$ cat src/rtl/rwc_responder_if.sv
// Bundle between the PUF top controller / BRAM and the RWC responder.
// The responder uses the slave modport; the controller side uses master.
interface rwc_responder_if #(
  parameter int DATA_W = 32,
  parameter int ADDR_W = 10
);
  logic              gen_enable;
  logic [DATA_W-1:0] cha_data;
  logic [ADDR_W-1:0] cha_addr;
  logic              available;
  logic [DATA_W-1:0] rsp_pos;
  logic [DATA_W-1:0] rsp_neg;
  logic              busy;
  logic              bram_ena;
  logic              bram_wea;
  logic [ADDR_W-1:0] bram_addra;
  logic [DATA_W-1:0] bram_dina;
  logic              bram_enb;
  logic [ADDR_W-1:0] bram_addrb;
  logic [DATA_W-1:0] bram_doutb;

  modport master (
    output gen_enable, cha_data, cha_addr, bram_doutb,
    input  available, rsp_pos, rsp_neg, busy,
    input  bram_ena, bram_wea, bram_addra, bram_dina, bram_enb, bram_addrb
  );

  modport slave (
    input  gen_enable, cha_data, cha_addr, bram_doutb,
    output available, rsp_pos, rsp_neg, busy,
    output bram_ena, bram_wea, bram_addra, bram_dina, bram_enb, bram_addrb
  );
endinterface

$ cat src/rtl/rwc_responder.sv
// Responder for the PUF challenge/response handshake: forces two read-write
// collisions on an external dual-port BRAM (one per data polarity) and returns both read-backs.
module rwc_responder #(
  parameter int DATA_W = 32,
  parameter int ADDR_W = 10,
  parameter int RD_LAT = 2
) (
  input  logic           clk,
  input  logic           resetn,
  rwc_responder_if.slave bus
);

  localparam int CNT_W = $clog2(RD_LAT + 1);
  localparam logic [CNT_W-1:0] CNT_LAST = CNT_W'(RD_LAT - 1);

  typedef enum logic [2:0] {
    S_IDLE, S_PRE1, S_COL1, S_CAP1, S_PRE2, S_COL2, S_CAP2, S_DONE
  } state_e;

  state_e            state_q, state_d;
  logic [CNT_W-1:0]  cnt_q, cnt_d;
  logic [DATA_W-1:0] data_q, data_d;
  logic [ADDR_W-1:0] addr_q, addr_d;
  logic [DATA_W-1:0] pos_sh_q, pos_sh_d;
  logic              gen_q;
  logic              start;

  logic              ena_q, ena_d;
  logic              enb_q, enb_d;
  logic [ADDR_W-1:0] addra_q, addra_d;
  logic [ADDR_W-1:0] addrb_q, addrb_d;
  logic [DATA_W-1:0] dina_q, dina_d;
  logic              avail_q, avail_d;
  logic              busy_q, busy_d;
  logic [DATA_W-1:0] rsp_pos_q, rsp_pos_d;
  logic [DATA_W-1:0] rsp_neg_q, rsp_neg_d;

  assign start = (state_q == S_IDLE) && bus.gen_enable && !gen_q;

  // NOTE: every always_comb output gets a default first, so no path can infer a latch.
  always_comb begin
    state_d  = state_q;
    cnt_d    = cnt_q;
    data_d   = data_q;
    addr_d   = addr_q;
    pos_sh_d = pos_sh_q;

    case (state_q)
      S_IDLE: begin
        if (start) begin
          state_d = S_PRE1;
          data_d  = bus.cha_data;
          addr_d  = bus.cha_addr;
        end
      end
      S_PRE1: state_d = S_COL1;
      S_COL1: begin
        state_d = S_CAP1;
        cnt_d   = '0;
      end
      S_CAP1: begin
        if (cnt_q == CNT_LAST) begin
          state_d  = S_PRE2;
          pos_sh_d = bus.bram_doutb;
        end else begin
          cnt_d = cnt_q + CNT_W'(1);
        end
      end
      S_PRE2: state_d = S_COL2;
      S_COL2: begin
        state_d = S_CAP2;
        cnt_d   = '0;
      end
      S_CAP2: begin
        if (cnt_q == CNT_LAST) begin
          state_d = S_DONE;
        end else begin
          cnt_d = cnt_q + CNT_W'(1);
        end
      end
      S_DONE:  state_d = S_IDLE;
      default: state_d = S_IDLE;
    endcase

    // Outputs are registered from the next state so they line up with the state they describe.
    ena_d   = (state_d == S_PRE1) || (state_d == S_COL1) ||
              (state_d == S_PRE2) || (state_d == S_COL2);
    enb_d   = (state_d == S_COL1) || (state_d == S_COL2);
    addra_d = ena_d ? addr_d : addra_q;
    addrb_d = enb_d ? addr_d : addrb_q;

    dina_d = dina_q;
    if ((state_d == S_PRE1) || (state_d == S_COL2)) begin
      dina_d = ~data_d;
    end else if ((state_d == S_COL1) || (state_d == S_PRE2)) begin
      dina_d = data_d;
    end

    avail_d   = (state_d == S_DONE);
    busy_d    = (state_d != S_IDLE);
    rsp_pos_d = rsp_pos_q;
    rsp_neg_d = rsp_neg_q;
    if (state_d == S_DONE) begin
      // The neg read-back is captured on the same edge that enters DONE.
      rsp_pos_d = pos_sh_q;
      rsp_neg_d = bus.bram_doutb;
    end
  end

  // NOTE: sequential state uses non-blocking assignments only.
  always_ff @(posedge clk) begin
    if (!resetn) begin
      state_q   <= S_IDLE;
      cnt_q     <= '0;
      data_q    <= '0;
      addr_q    <= '0;
      pos_sh_q  <= '0;
      gen_q     <= 1'b0;
      ena_q     <= 1'b0;
      enb_q     <= 1'b0;
      addra_q   <= '0;
      addrb_q   <= '0;
      dina_q    <= '0;
      avail_q   <= 1'b0;
      busy_q    <= 1'b0;
      rsp_pos_q <= '0;
      rsp_neg_q <= '0;
    end else begin
      state_q   <= state_d;
      cnt_q     <= cnt_d;
      data_q    <= data_d;
      addr_q    <= addr_d;
      pos_sh_q  <= pos_sh_d;
      gen_q     <= bus.gen_enable;
      ena_q     <= ena_d;
      enb_q     <= enb_d;
      addra_q   <= addra_d;
      addrb_q   <= addrb_d;
      dina_q    <= dina_d;
      avail_q   <= avail_d;
      busy_q    <= busy_d;
      rsp_pos_q <= rsp_pos_d;
      rsp_neg_q <= rsp_neg_d;
    end
  end

  assign bus.bram_ena   = ena_q;
  assign bus.bram_wea   = ena_q;
  assign bus.bram_addra = addra_q;
  assign bus.bram_dina  = dina_q;
  assign bus.bram_enb   = enb_q;
  assign bus.bram_addrb = addrb_q;
  assign bus.available  = avail_q;
  assign bus.busy       = busy_q;
  assign bus.rsp_pos    = rsp_pos_q;
  assign bus.rsp_neg    = rsp_neg_q;

endmodule

$ cat src/flat_wrapper.sv
// flat-port wrapper written by rule: the top's interface ports become plain ports
module rwc_responder_flat 
#(
  parameter int DATA_W = 32,
  parameter int ADDR_W = 10,
  parameter int RD_LAT = 2
)
  (clk, resetn, bus_gen_enable, bus_cha_data, bus_cha_addr, bus_bram_doutb, bus_available, bus_rsp_pos, bus_rsp_neg, bus_busy, bus_bram_ena, bus_bram_wea, bus_bram_addra, bus_bram_dina, bus_bram_enb, bus_bram_addrb);
  rwc_responder_if #(.DATA_W(DATA_W), .ADDR_W(ADDR_W)) bus_i ();
  input  logic clk;
  input  logic resetn;
  input wire logic [$bits(bus_i.gen_enable)-1:0] bus_gen_enable;
  input wire logic [$bits(bus_i.cha_data)-1:0] bus_cha_data;
  input wire logic [$bits(bus_i.cha_addr)-1:0] bus_cha_addr;
  input wire logic [$bits(bus_i.bram_doutb)-1:0] bus_bram_doutb;
  output wire logic [$bits(bus_i.available)-1:0] bus_available;
  output wire logic [$bits(bus_i.rsp_pos)-1:0] bus_rsp_pos;
  output wire logic [$bits(bus_i.rsp_neg)-1:0] bus_rsp_neg;
  output wire logic [$bits(bus_i.busy)-1:0] bus_busy;
  output wire logic [$bits(bus_i.bram_ena)-1:0] bus_bram_ena;
  output wire logic [$bits(bus_i.bram_wea)-1:0] bus_bram_wea;
  output wire logic [$bits(bus_i.bram_addra)-1:0] bus_bram_addra;
  output wire logic [$bits(bus_i.bram_dina)-1:0] bus_bram_dina;
  output wire logic [$bits(bus_i.bram_enb)-1:0] bus_bram_enb;
  output wire logic [$bits(bus_i.bram_addrb)-1:0] bus_bram_addrb;
  assign bus_i.gen_enable = bus_gen_enable;
  assign bus_i.cha_data = bus_cha_data;
  assign bus_i.cha_addr = bus_cha_addr;
  assign bus_i.bram_doutb = bus_bram_doutb;
  assign bus_available = bus_i.available;
  assign bus_rsp_pos = bus_i.rsp_pos;
  assign bus_rsp_neg = bus_i.rsp_neg;
  assign bus_busy = bus_i.busy;
  assign bus_bram_ena = bus_i.bram_ena;
  assign bus_bram_wea = bus_i.bram_wea;
  assign bus_bram_addra = bus_i.bram_addra;
  assign bus_bram_dina = bus_i.bram_dina;
  assign bus_bram_enb = bus_i.bram_enb;
  assign bus_bram_addrb = bus_i.bram_addrb;
  rwc_responder #(.DATA_W(DATA_W), .ADDR_W(ADDR_W), .RD_LAT(RD_LAT)) u_core (.clk(clk), .resetn(resetn), .bus(bus_i));
endmodule
$ cat config.mk
export PLATFORM = sky130hd
export DESIGN_NAME = rwc_responder_flat
export DESIGN_NICKNAME = d
export VERILOG_FILES = /design/src/rtl/rwc_responder_if.sv /design/src/rtl/rwc_responder.sv /design/src/flat_wrapper.sv
export SDC_FILE = /design/constraint.sdc
export NUM_CORES = 1
export LEC_CHECK = 0
export ABC_CLOCK_PERIOD_IN_PS = 4400
export BUFFER_PORTS_ARGS = -buffer_cell sky130_fd_sc_hd__buf_2
export CELL_PAD_IN_SITES_DETAIL_PLACEMENT = 0
export CELL_PAD_IN_SITES_GLOBAL_PLACEMENT = 2
export CORE_ASPECT_RATIO = 0.75
export CORE_UTILIZATION = 30
export CTS_CLUSTER_DIAMETER = 40
export DETAILED_ROUTE_END_ITERATION = 6
export PLACE_DENSITY = 0.77
export SETUP_SLACK_MARGIN = 0.05
export SLEW_MARGIN = 40
export SYNTH_ARGS = -nofsm -noshare
export SYNTH_HDL_FRONTEND = slang
export SYNTH_SLANG_ARGS = --single-unit
export TNS_END_PERCENT = 1
$ cat constraint.sdc
create_clock -name clk -period 4.4 [get_ports clk]
set_input_delay 0 -clock clk [delete_from_list [all_inputs] [get_ports clk]]
set_output_delay 0 -clock clk [all_outputs]
set_load 0.05 [all_outputs]
======== After elaboration in Yosys (flattened, before gate mapping) ========
Index checks and enable logic that the tools add are counted.
W data, S select, Z words.
word-level totals
  bits in registers ....................... 200
  bits of input ports ..................... 77
  word-level logic and storage cells ...... 60
cells by class
  add/sub/neg operators ................... 1
  equality and inequality tests ........... 14
  mux-type cells .......................... 12
  bitwise gates (word level) .............. 1
  reduce and logical (&&, ||, !) cells .... 17
operators by type and width
  operator               count
  $mux W32               4
  $not A32 Y32           1
  $pmux W3 S8            1
  $eq A3 B3 Y1 const B   7
  $mux W10               2
  $eq A3 B2 Y1 const B   3
  $mux W3                3
  $eq A3 B1 Y1 const B   2
  $logic_or A1 B1 Y1     6
  $pmux W2 S2            1
  $reduce_and A2 Y1      2
  $reduce_bool A2 Y1     2
  $reduce_or A2 Y1       2
  $logic_not A3 Y1       1
  $reduce_bool A3 Y1     1
  $add A2 B1 Y2 const B  1
  $eq A2 B1 Y1 const B   1
  $logic_and A1 B1 Y1    2
  $mux W2                1
  $ne A2 B2 Y1 const B   1
  $logic_not A1 Y1       1

======== Depth between registers and ports, before layout ========
  word-level depth ........................ 9
  mapped depth ............................ 8
  mapped depth without buffers ............ 6

======== Least setup slack after synthesis ========
Ideal clock, no wire load.
  path kind ............................... reg-to-reg
  start ................................... reg u_core.gen_q
  end ..................................... reg u_core.data_q[0]
  arrival ................................. 1.505 ns
  required time ........................... 4.284 ns
  slack ................................... 2.778 ns
  stages on the path, launching flop included .. 8
  path buffers ............................ 3
  clock period less this slack ............ 1.622 ns
  path through ............................ dfxtp_1 nand2b_1 or4_1 buf_2 buf_2 buf_2 nand2_1 a21boi_1
on the way
  cells in the longest elaborated chain, start to end .. 4
RTL lines
  what                    RTL line              text
  start, declared         rwc_responder.sv:25   logic gen_q;
  start signal, assigned  rwc_responder.sv:134  gen_q <= bus.gen_enable;
  $logic_not A1 Y1        rwc_responder.sv:38   assign start = (state_q == S_IDLE) && bus.gen_enable && !gen_q;
  $logic_and A1 B1 Y1     rwc_responder.sv:38
  $mux W32                rwc_responder.sv:50   if (start) begin
  $mux W32                rwc_responder.sv:48   case (state_q)
  end signal, assigned    rwc_responder.sv:131  data_q <= data_d;
  end, declared           rwc_responder.sv:22   logic [DATA_W-1:0] data_q, data_d;
Every way passes these cells.
A chain may end at the register's enable or synchronous reset.

======== Worst setup path in the final report ========
  start ................................... reg u_core.state_q[0]
  end ..................................... reg u_core.rsp_neg_q[5] (netlist: u_core.bus.rsp_neg[5])
on the way
  cells in the longest elaborated chain, start to end .. 6
RTL lines
  what                               RTL line                                  text
  start, declared                    rwc_responder.sv:20                       state_e state_q, state_d;
  start signal, assigned             rwc_responder.sv:129                      state_q <= state_d;
  $logic_not A3 Y1                   rwc_responder.sv:38, rwc_responder.sv:48
  $logic_and A1 B1 Y1 (2 in series)  rwc_responder.sv:38
  $mux W3                            rwc_responder.sv:50
  $pmux W3 S8 *                      rwc_responder.sv:48
  $eq A3 B3 Y1 *                     rwc_responder.sv:103                      if (state_d == S_DONE) begin
  end signal, assigned               rwc_responder.sv:143                      rsp_neg_q <= rsp_neg_d;
  end, declared                      rwc_responder.sv:36                       logic [DATA_W-1:0] rsp_neg_q, rsp_neg_d;
Every way passes the cells marked *; elsewhere a longest branch is shown, timed or not.

==> flow_summary.toml <==
[outcome]
run_status = "completed"

[setup_path]
setup.worst_path.class = "register to register"
crit_arrival_ps = 2580
path_cells = "nand2b_1, or2_4, buf_4, nand2_1, a21boi_0"
worstSetupEndpointType = "register"
start_kind = "register"
worstPathRequired_ps = 4760
crit_slowest_cell = "sky130_fd_sc_hd__dfxtp_1"
worst-path-max-fanout = 42
critical_path.n_buffers_inverters = 1
max_stage_delay_ps = 710
timing.critical_path.max_delay_family = "simple AND/OR/NAND/NOR gates"

[route]
m1WireLength_um = 10400
via_count = 6615
dr.first_iter.drc_count = 251
post_drt_wl_per_cell_um = 14.2
top_signal_layer_used = "met4"
drt-pass1-iter-count = 4
per_cell_via_count_in_the_routed_design = 4.45
detail_route.wirelength_um = 21100
met3RoutedLength_um = 1360
wl_met2_um = 9090
drc = 0
ant_nets = 0

[sta]
drv_slew = 0
finalSetupTns_ps = 0
fmax_mhz = 450
layout_min_cycle_time_ps = 2220
post-route-period-util_pct = 50.5
tightestPinTransition_ps = 732
fin_hold_ws_ps = 115
timing.final.hold_violations = 0
finalSetupViolations = 0
relSlewSlack_pct = 51.2
grt_setup_unrepaired = "false"
finalClockSkew_ps = 9.62

[synth]
synthesized_instance_count = 893
synth_seq_area_share_pct = 49.7
yosys_register_bits = 200
synth_cell_type_count = 37
ys_warn_count = 0
mappedNetlistArea_mm2 = 0.00805
post_synth.cell_area_avg_um2 = 9.02
synth_fp_nets = 971

[clock_tree]
tritoncts = "done"
ctsHtreeMaxLevel = 4
clock_tree.buffer_depth = 2
sink_count_of_the_clock_tree = 200
cts_buffers = 17
clk_pin_slew_worst_paths_ps = 80
cts-root-buf = "sky130_fd_sc_hd__clkbuf_16"
clock_latency_on_the_worst_skew_pair_ps = 440
post_cts.resized_instances = 0

[grt]
grt_antenna_before_repair = 0
grt_start_max_net_pins = 115
first_global_vias = 6232
grt_util_all_layers_pct = 15.5
grt_overflow_total = 0
first_pass_grt_wire_length_um = 33400

[pwr]
max-vdd-ir-drop_uv = 269
power_density_mw_per_mm2 = 414
power.static_leakage_nw = 4.21

[layout]
area_growth_syn_to_layout_pct = 33.0
drive_gt1_share_pct = 25.0
finish.net_count = 1208
antenna_cells_inserted = 0
layout.filler_cells = 2700

[floorplan]
start_util_pct = 30.8
die_area_mm2 = 0.0275
fp.dieW_um = 191
ioPinCount = 198
fp.dieH_um = 144
core_mm2 = 0.0262
placement_rows = 51

[placement]
place_congestion = 0.675
place.detailed.hpwl_um = 13200
port_buffers = 197

[flow_run]
timing.max_cap.violations = 0

[hold_path]
hp-class = "input port to register"
## worst reg2reg max path, cell delays in order, from the launching register on
cell and delay [ps]:
sky130_fd_sc_hd__dfxtp_1 710, sky130_fd_sc_hd__nand2b_1 280, sky130_fd_sc_hd__or2_4 500, sky130_fd_sc_hd__buf_4 380
sky130_fd_sc_hd__nand2_1 90, sky130_fd_sc_hd__a21boi_0 170
## final timing paths
kind                                                    from                                    to  slack (ps)  cells past startpoint
worst max-delay path            u_core.state_q[0]$_SDFF_PN0_    u_core.bus.rsp_neg[5]$_SDFFE_PN0P_        2180                      5
worst min-delay path                                  resetn          u_core.data_q[10]$_SDFF_PN0_         120                      2
worst max register to register  u_core.state_q[0]$_SDFF_PN0_    u_core.bus.rsp_neg[5]$_SDFFE_PN0P_        2180                      5
worst min register to register   u_core.data_q[1]$_SDFF_PN0_  u_core.bus.bram_dina[1]$_SDFFE_PN0P_         460                      1
## area by class of cell
| cell class | count | area (um2) | area share, % |
|---|---|---|---|
| inverters | 3 | 11.3 | 0.105 |
| well taps | 344 | 430 | 4.02 |
| flip-flops and latches | 200 | 4000 | 37.4 |
| repair buffers | 288 | 1920 | 18.0 |
| clock buffers | 17 | 425 | 3.97 |
| multi-input cells | 620 | 3730 | 34.8 |
| clock inverters | 15 | 185 | 1.73 |
## kinds of logic (layout without fill, tap and decap cells)
group	count (synthesis)	count (layout)	share of synthesized area [%]
AND/OR/NAND/NOR	368	368	19.3
AO/OA/AOI/OAI	229	229	23.7
flip-flops	200	200	49.7
buffers and inverters	73	323	4.34
multiplexers	21	21	2.67
adder cells (fa/ha/maj)	2	2	0.280
## flip-flops by register name, indices dropped and copies added (netlist names)
signal and count:
u_core.bus.bram_addra 10, u_core.bus.rsp_neg 32, u_core.gen_q 1, u_core.bus.available 1
u_core.bus.bram_addrb 10, u_core.addr_q 10, u_core.state_q 3, u_core.bus.bram_ena 1
u_core.bus.rsp_pos 32, u_core.data_q 32, u_core.pos_sh_q 32, u_core.cnt_q 2
u_core.bus.bram_enb 1, u_core.bus.bram_dina 32, u_core.bus.busy 1
## cells in the mapped netlist, drive strengths merged
cell type / instances / area, um2
clkbuf: 35 / 131
buf: 35 / 206
inv: 3 / 11.3
o21ai: 46 / 230
a21oi: 15 / 75.1
a211oi: 2 / 27.5
and2: 36 / 225
nand2b: 4 / 25.0
or2: 2 / 12.5
a2111oi: 32 / 564
maj3: 1 / 10.0
dfxtp: 200 / 4000
mux2i: 20 / 200
nor2b: 22 / 138
a21o: 1 / 7.51
ha: 1 / 12.5
a21boi: 130 / 976
or4: 1 / 7.51
nor2: 39 / 149
nor4: 1 / 6.26
mux2: 1 / 15.0
nor4b: 1 / 8.76
nand3: 1 / 5.00
a31o: 1 / 8.76
nand2: 261 / 980
o31a: 1 / 8.76
a31oi: 1 / 6.26
## per-stage QoR
stage	cells	total power, mW	util [%]	setup slack, ps	area, um2
2_1_floorplan	893	2.60	-	2780	8050
3_3_place_gp	1376	2.78	35.4	1800	9250
3_5_place_dp	1378	2.79	35.6	1720	9320
4_1_cts	1485	4.51	40.8	1720	10700
5_1_grt	1487	4.65	40.9	1940	10700
6_report	1487	4.43	40.9	2180	10700
## power breakdown
group	leakage, nW	switching, mW	internal (mW)
Sequential	1.63	0.0700	1.91
Combinational	2.29	0.534	0.277
Clock	0.296	0.776	0.863
Total	4.21	1.38	3.05
## per-layer routing
metal  global-route usage (%)  vias up
met3                     5.13       15
met2                     22.7      119
met5                        0        -
met4                     4.51        0
met1                     21.3     3023
li1                         -     3458
## placed cells by master (no fill, tap or decap), drive strengths merged
master,synthesis,final
a2111oi,32,32
a211oi,2,2
a21boi,130,130
a21o,1,1
a21oi,15,15
a31o,1,1
a31oi,1,1
and2,36,36
buf,35,213
bufinv,0,2
clkbuf,35,17
clkinv,0,6
clkinvlp,0,1
dfxtp,200,200
dlygate4sd3,0,75
ha,1,1
inv,3,9
maj3,1,1
mux2,1,1
mux2i,20,20
nand2,261,261
nand2b,4,4
nand3,1,1
nor2,39,39
nor2b,22,22
nor4,1,1
nor4b,1,1
o21ai,46,46
o31a,1,1
or2,2,2
or4,1,1
## what timing repair did
item / in CTS / in global routing
hold buffers: 75 / 0
buffers inserted: 0 / 0
hold endpoints to repair: 149 / 0
No activity file was read; power rests on OpenSTA's default activity.
